## src/rtl/pipelined_adder_pkg.sv

```systemverilog
// Shared constants for the pipelined add/subtract datapath.
// Mode encodings and default geometry reused by the ALU.
package pipelined_adder_pkg;

    localparam logic ADD_OP = 1'b0;
    localparam logic SUB_OP = 1'b1;

    localparam int DEFAULT_WIDTH  = 32;
    localparam int DEFAULT_STAGES = 4;

endpackage

```

## src/rtl/adder_slice.sv

```systemverilog
// Combinational SW-bit slice adder with carry in and out.
// One instance per pipeline stage; holds no state.
module adder_slice
    import pipelined_adder_pkg::*;
#(
    parameter int SW = DEFAULT_WIDTH / DEFAULT_STAGES
) (
    input  logic [SW-1:0] a,
    input  logic [SW-1:0] b,
    input  logic          cin,
    output logic [SW-1:0] sum,
    output logic          cout
);

    assign {cout, sum} = {1'b0, a} + {1'b0, b} + {{SW{1'b0}}, cin};

endmodule

```

## src/rtl/pipelined_adder.sv

```systemverilog
// Pipelined WIDTH-bit add/subtract, one slice per stage.
// Carry rides between stages; stall is global via valid/ready.
module pipelined_adder
    import pipelined_adder_pkg::*;
#(
    parameter int WIDTH  = DEFAULT_WIDTH,
    parameter int STAGES = DEFAULT_STAGES
) (
    input  logic             clk,
    input  logic             rst_n,
    input  logic             in_valid,
    output logic             in_ready,
    input  logic [WIDTH-1:0] val_1,
    input  logic [WIDTH-1:0] val_2,
    input  logic             sub,
    output logic             out_valid,
    input  logic             out_ready,
    output logic [WIDTH-1:0] out,
    output logic             carry_out,
    output logic             overflow
);

    localparam int SW   = WIDTH / STAGES;
    localparam int LAST = STAGES - 1;

    if (STAGES < 1 || STAGES > WIDTH || (WIDTH % STAGES) != 0) begin : g_bad_cfg
        $error("pipelined_adder: WIDTH must be a multiple of STAGES");
    end

    logic                          adv;
    logic [WIDTH-1:0]              b_in;

    logic [STAGES-1:0]             vld_q;
    logic [STAGES-1:0]             cy_q;
    logic [STAGES-1:0][WIDTH-1:0]  a_q;
    logic [STAGES-1:0][WIDTH-1:0]  b_q;
    logic [STAGES-1:0][WIDTH-1:0]  sum_q;
    logic [STAGES-1:0][WIDTH-1:0]  sum_n;

    logic [STAGES-1:0][SW-1:0]     slc_a;
    logic [STAGES-1:0][SW-1:0]     slc_b;
    logic [STAGES-1:0][SW-1:0]     slc_s;
    logic [STAGES-1:0]             slc_ci;
    logic [STAGES-1:0]             slc_co;

    logic                          unused_tail;

    assign adv      = !out_valid || out_ready;
    assign in_ready = adv;
    assign b_in     = (sub == SUB_OP) ? ~val_2 : val_2;

    for (genvar s = 0; s < STAGES; s++) begin : g_slice
        adder_slice #(.SW(SW)) u_slice (
            .a    (slc_a[s]),
            .b    (slc_b[s]),
            .cin  (slc_ci[s]),
            .sum  (slc_s[s]),
            .cout (slc_co[s])
        );
    end

    // Slice operands: stage 0 from the ports, later stages from delayed operands
    always_comb begin
        slc_a  = '0;
        slc_b  = '0;
        slc_ci = '0;
        slc_a[0]  = val_1[SW-1:0];
        slc_b[0]  = b_in[SW-1:0];
        slc_ci[0] = (sub == SUB_OP);
        for (int s = 1; s < STAGES; s++) begin
            slc_a[s]  = a_q[s-1][s*SW +: SW];
            slc_b[s]  = b_q[s-1][s*SW +: SW];
            slc_ci[s] = cy_q[s-1];
        end
    end

    // Merge each new slice sum into the partial result passed down the pipe
    always_comb begin
        sum_n = '0;
        sum_n[0][SW-1:0] = slc_s[0];
        for (int s = 1; s < STAGES; s++) begin
            sum_n[s] = sum_q[s-1];
            sum_n[s][s*SW +: SW] = slc_s[s];
        end
    end

    // Whole pipeline shifts together when the output side can advance
    always_ff @(posedge clk or negedge rst_n) begin
        if (!rst_n) begin
            vld_q <= '0;
            cy_q  <= '0;
            a_q   <= '0;
            b_q   <= '0;
            sum_q <= '0;
        end else if (adv) begin
            vld_q[0] <= in_valid;
            a_q[0]   <= val_1;
            b_q[0]   <= b_in;
            for (int s = 1; s < STAGES; s++) begin
                vld_q[s] <= vld_q[s-1];
                a_q[s]   <= a_q[s-1];
                b_q[s]   <= b_q[s-1];
            end
            sum_q <= sum_n;
            cy_q  <= slc_co;
        end
    end

    assign out_valid = vld_q[LAST];
    assign out       = sum_q[LAST];
    assign carry_out = cy_q[LAST];
    assign overflow  = (a_q[LAST][WIDTH-1] == b_q[LAST][WIDTH-1])
                    && (out[WIDTH-1] != a_q[LAST][WIDTH-1]);

    // Only the sign bits of the final stage operands feed the flags
    assign unused_tail = ^{a_q[LAST][WIDTH-2:0], b_q[LAST][WIDTH-2:0]};

endmodule

```

## config.mk

```make
export PLATFORM = sky130hd
export DESIGN_NAME = pipelined_adder
export DESIGN_NICKNAME = d
export VERILOG_FILES = /design/src/rtl/pipelined_adder_pkg.sv /design/src/rtl/adder_slice.sv /design/src/rtl/pipelined_adder.sv
export SDC_FILE = /design/constraint.sdc
export NUM_CORES = 1
export LEC_CHECK = 0
export CAP_MARGIN = 20
export CELL_PAD_IN_SITES_DETAIL_PLACEMENT = 1
export CELL_PAD_IN_SITES_GLOBAL_PLACEMENT = 1
export CORE_UTILIZATION = 46
export CTS_CLUSTER_SIZE = 8
export DETAILED_ROUTE_END_ITERATION = 10
export PLACE_DENSITY_LB_ADDON = 0.1
export SLEW_MARGIN = 20
export SYNTH_ARGS = -nofsm -noshare
export SYNTH_HDL_FRONTEND = slang
export SYNTH_SLANG_ARGS = --single-unit
export TNS_END_PERCENT = 50
```

## constraint.sdc

```tcl
create_clock -name clk -period 3.75 [get_ports clk]
set_clock_uncertainty 0.05 [all_clocks]
set_input_delay 0.5625 -clock clk [delete_from_list [all_inputs] [get_ports clk]]
set_output_delay 0.5625 -clock clk [all_outputs]
set_load 0.05 [all_outputs]
```

# [After elaboration in Yosys (flattened, before gate mapping)]
# Cells that the tools add are included.
# W data, S select, Z words.
[totals] ff_bits=344 latch_bits=0 ramBits=0 mem_bits_ro=0 input_bits=69 output_inout_bits=36 elab_cells=29 n_memories=0
[classes] addsub=8 mul=0 n_div=0 order_cmp=0 n_eq_ne=2 n_shift=0 muxes=1 bitwise=1 reduce_logical=3
[op_table] cell="$add A8 B8 Y9" n=4
[op_table] cell="$add A9 B1 Y9" n=4
[op_table] cell="$mux W32" n=1
[op_table] cell="$not A32 Y32" n=1
[op_table] cell="$eq A1 B1 Y1" n=1
[op_table] cell="$logic_and A1 B1 Y1" n=1
[op_table] cell="$logic_not A1 Y1" n=1
[op_table] cell="$logic_or A1 B1 Y1" n=1
[op_table] cell="$ne A1 B1 Y1" n=1

# [Longest topological paths before layout]
[logic_depth] word_depth=4 ltp_mapped=9 depth_no_buf=8

# [Cells and area by module]
# From an unflattened synthesis, not the netlist that was laid out.
[unflattened] cells_unflattened=595 area_unflattened_um2=9078.7
[by_module_without_submodules] module="pipelined_adder" n_inst=1 cells_per_inst=433 area_per_inst_um2=7752.4 seq_area_each_um2=4654.5
[by_module_without_submodules] module="adder_slice at g_slice[0].u_slice ..." n_inst=3 cells_per_inst=40 area_per_inst_um2=331.6 seq_area_each_um2=0.0
[by_module_without_submodules] module="adder_slice at g_slice[2].u_slice" n_inst=1 cells_per_inst=42 area_per_inst_um2=331.6 seq_area_each_um2=0.0

# [Worst setup path before layout]
# OpenSTA, ideal clock, no wires.
[synth_timing] path_type="in2reg" start="in sub" end="reg sum_q (netlist bit sum_n[39])" setup_time_ns=0.095 arrival_time_ns=2.541 required_time_ns=3.605 setup_slack_ns=1.064 stages=9 path_buffers=2 path_cell_list="buf_6 -> buf_2 -> xor2_1 -> ha_1 -> a21o_1 -> a221o_1 -> o311a_1 -> o21a_1 -> o31ai_1"
[synth_between] elab_chain_cells=3
[synth_rtl] item="from (decl)" line_no="pipelined_adder.sv:15" rtl="input logic sub,"
[synth_rtl] item="$mux W32" line_no="pipelined_adder.sv:50" rtl="assign b_in = (sub == SUB_OP) ? ~val_2 : val_2;"
[synth_rtl] item="$add A8 B8 Y9" line_no="adder_slice.sv:15" rtl="assign {cout, sum} = {1'b0, a} + {1'b0, b} + {{SW{1'b0}}, cin};"
[synth_rtl] item="$add A9 B1 Y9 (*)" line_no="adder_slice.sv:15"
[synth_rtl] item="to (signal assigned)" line_no="pipelined_adder.sv:104" rtl="sum_q <= sum_n;"
[synth_rtl] item="to (decl)" line_no="pipelined_adder.sv:37" rtl="logic [STAGES-1:0][WIDTH-1:0] sum_q;"
# Every way passes the cells marked *; elsewhere a longest branch is shown, timed or not.
# A chain may end at the register's enable or synchronous reset.

# [Final worst setup path]
# Same ends and word-level chain as after synthesis.

==> results.yml <==
run_status:
  outcome: "completed"
pwr:
  powerDensity_nw_per_um2: 888
  finalPower_mw: 8.97
  p_leak_nw: 4.94
  peakVddDrop_mv: 0.657
yosys:
  synth-edff-count: 0
  dominantRegCellSynth: "dfrtp_1"
  avgSynthCellArea_um2: 9.06
  ys_async_sr_fraction_pct: 100
  ys_seq_area_share_pct: 55.9
  synth.distinct_cells: 41
  ys_seq_elements: 186
  synthesis.nets: 1024
  postSynthCellCount: 920
  netlist_area_um2: 8330
  ys_warn_count: 0
die:
  die-area_um2: 18700
  start_util_pct: 47.7
  io_pins: 105
  rows: 48
  core-area_um2: 17500
  die_h_um: 137
  die_x_um: 137
clock_network:
  cts_hold_buf: 0
  post_cts_buffers: 0
  clkTransAtPathRegs_ns: 0.07
  clock_path_buffers: 2
  clk_latency_ns: 0.43
  cts_tree: "yes"
  cts_sinks: 186
  cts_resized: 0
  htree_levels: 4
  numCtsBuffers: 17
  cts_root_buffer: "clkbuf_16"
timing:
  final_hold_viol_count: 0
  grt_setup_unrepaired: "no"
  finalCritPeriodShare_pct: 69.4
  tightestPinTransition_ns: 0.980
  max_freq_mhz: 384
  post-route-min-period_ns: 2.60
  setup_viol: 0
  fin_setup_tns_ns: 0
  max-slew-margin-rel_pct: 34.7
  slew_violations: 0
worst_setup_path:
  cp_max_fo: 20
  critPathArrivalTime_ns: 2.88
  endpoint_kind: "flip-flop"
  worstSetupPathType: "input pin to flip-flop"
  worstPathRequired_ns: 4.03
  crit_path_start_kind: "input pin"
global_route:
  grt_max_degree: 221
  antenna_found_initial: 0
  grt_remaining_overflow: 0
  grt_pass1_vias: 6666
  grt_pass1_wl_mm: 32.3
  track_usage_pct: 22.5
place:
  gp_congestion: 0.758
  hpwl_mm: 12.4
  io_buffers: 104
  dp.cells: 1211
routing:
  final_antenna_net_count: 0
  wirelength_mm: 19.3
  drc: 0
  drt_iter0_drc: 309
  routed_via_density: 5.03
  wl_per_cell_um: 15.5
  drtPass1Iterations: 4
  vias: 6258
final_layout:
  area_delta_synth_final_pct: 21.2
  mostFrequentLayoutCells: "nand2_1 (438), dfrtp_1 (186), clkdlybuf4s50_1 (102), o21ai_0 (35), xnor2_1 (31)"
  final_nets: 1109
  final_core_util_pct: 57.8
  num_antenna_cells: 0
  drive_gt1_share_pct: 4.32
  fin_cells: 1243
  n_fill_cell: 2036
  final_common_cell: "nand2_1"
job:
  cap_violations: 0
hold_path:
  hp-class: "input pin to asynchronous set/reset pin"
## through the flow
stage / instance area (um^2) / hold slack (ns) / setup WS [ns]
CTS: 10100 / 0.125 / 1.14
detailed placement: 9550 / 0.405 / 0.708
finish: 10100 / 0.0960 / 1.15
floorplan: 8330 / 0.217 / 1.06
global route: 10100 / 0.135 / 0.987
global placement: 9550 / 0.398 / 0.794
## cell usage after synthesis, drive strengths merged (2+ instances only)
master,n,share of area [%]
and3,3,0.23
dfrtp,186,56
xnor2,31,3.3
or2,2,0.15
nand2,438,20
a31oi,3,0.23
o211ai,5,0.45
a21boi,2,0.18
ha,28,4.2
or3,5,0.38
clkbuf,34,1.5
nand2b,2,0.15
o2111ai,2,0.21
buf,11,0.63
nor2,22,0.99
inv,14,0.63
nor3,9,0.54
xor2,19,2.0
a21o,4,0.36
o21ai,44,2.6
o21a,2,0.18
fa,7,1.7
a21oi,23,1.4
o21bai,3,0.27
nor2b,2,0.15
o31ai,5,0.45
o41a,2,0.27
a211oi,4,0.36
## power breakdown
group | internal [mW] | switching [mW] | total, mW
logic | 1.42 | 2.41 | 3.83
clock network | 0.886 | 0.828 | 1.71
registers | 2.90 | 0.526 | 3.43
total | 5.21 | 3.76 | 8.97
## path summary, 6_finish.rpt
check / from / to / slack, ns / cells after the start
worst max register to register: a_q[8]$_DFFE_PN0P_ / cy_q[1]$_DFFE_PN0P_ / 1.18 / 7
worst min register to register: a_q[57]$_DFFE_PN0P_ / a_q[57]$_DFFE_PN0P_ / 0.41 / 2
worst min-delay path: rst_n / vld_q[2]$_DFFE_PN0P_ / 0.1 / 1
max in group asynchronous: rst_n / a_q[11]$_DFFE_PN0P_ / 2.50 / 2
min in group clk: a_q[57]$_DFFE_PN0P_ / a_q[57]$_DFFE_PN0P_ / 0.41 / 2
worst max-delay path: sub / sum_n[39]$_DFFE_PN0P_ / 1.15 / 8
## sequential cells by signal (all words and copies together) (netlist names)
register	flops
a_q	49
b_q	49
sum_n	48
out	32
cy_q	4
vld_q	4
## cell families after synthesis
kind of cell / Yosys count / synth area share, %
mux: 1 / 0.180
flops: 186 / 55.9
xor+xnor: 50 / 5.26
simple gates: 485 / 22.5
fa+ha+maj: 35 / 5.89
buf+inv: 59 / 2.79
compound gates: 104 / 7.55
## metal layers
layer / part of all wire [%] / global-route usage [%]
met5: 0 / 0
met4: 1.6 / 6.42
met3: 2.4 / 4.33
met2: 52 / 40.0
met1: 44 / 27.6
## worst max-delay path, stage by stage
cell and delay (ns):
buf_2 0.47, xor2_1 0.32, ha_1 0.30, and3_1 0.17
a221o_1 0.33, o311a_1 0.31, o21a_1 0.18, o31ai_1 0.25
## final cells by class
type / instances / area (um^2) / area share [%]
clock inverters: 13 / 111 / 1.10
well taps: 225 / 282 / 2.79
multi-input cells: 675 / 3450 / 34.2
inverters: 14 / 55.1 / 0.545
clock buffers: 19 / 443 / 4.38
repair buffers: 111 / 1100 / 10.9
flip-flops and latches: 186 / 4650 / 46.1
Note: power is estimated with default switching activity, not from simulation.
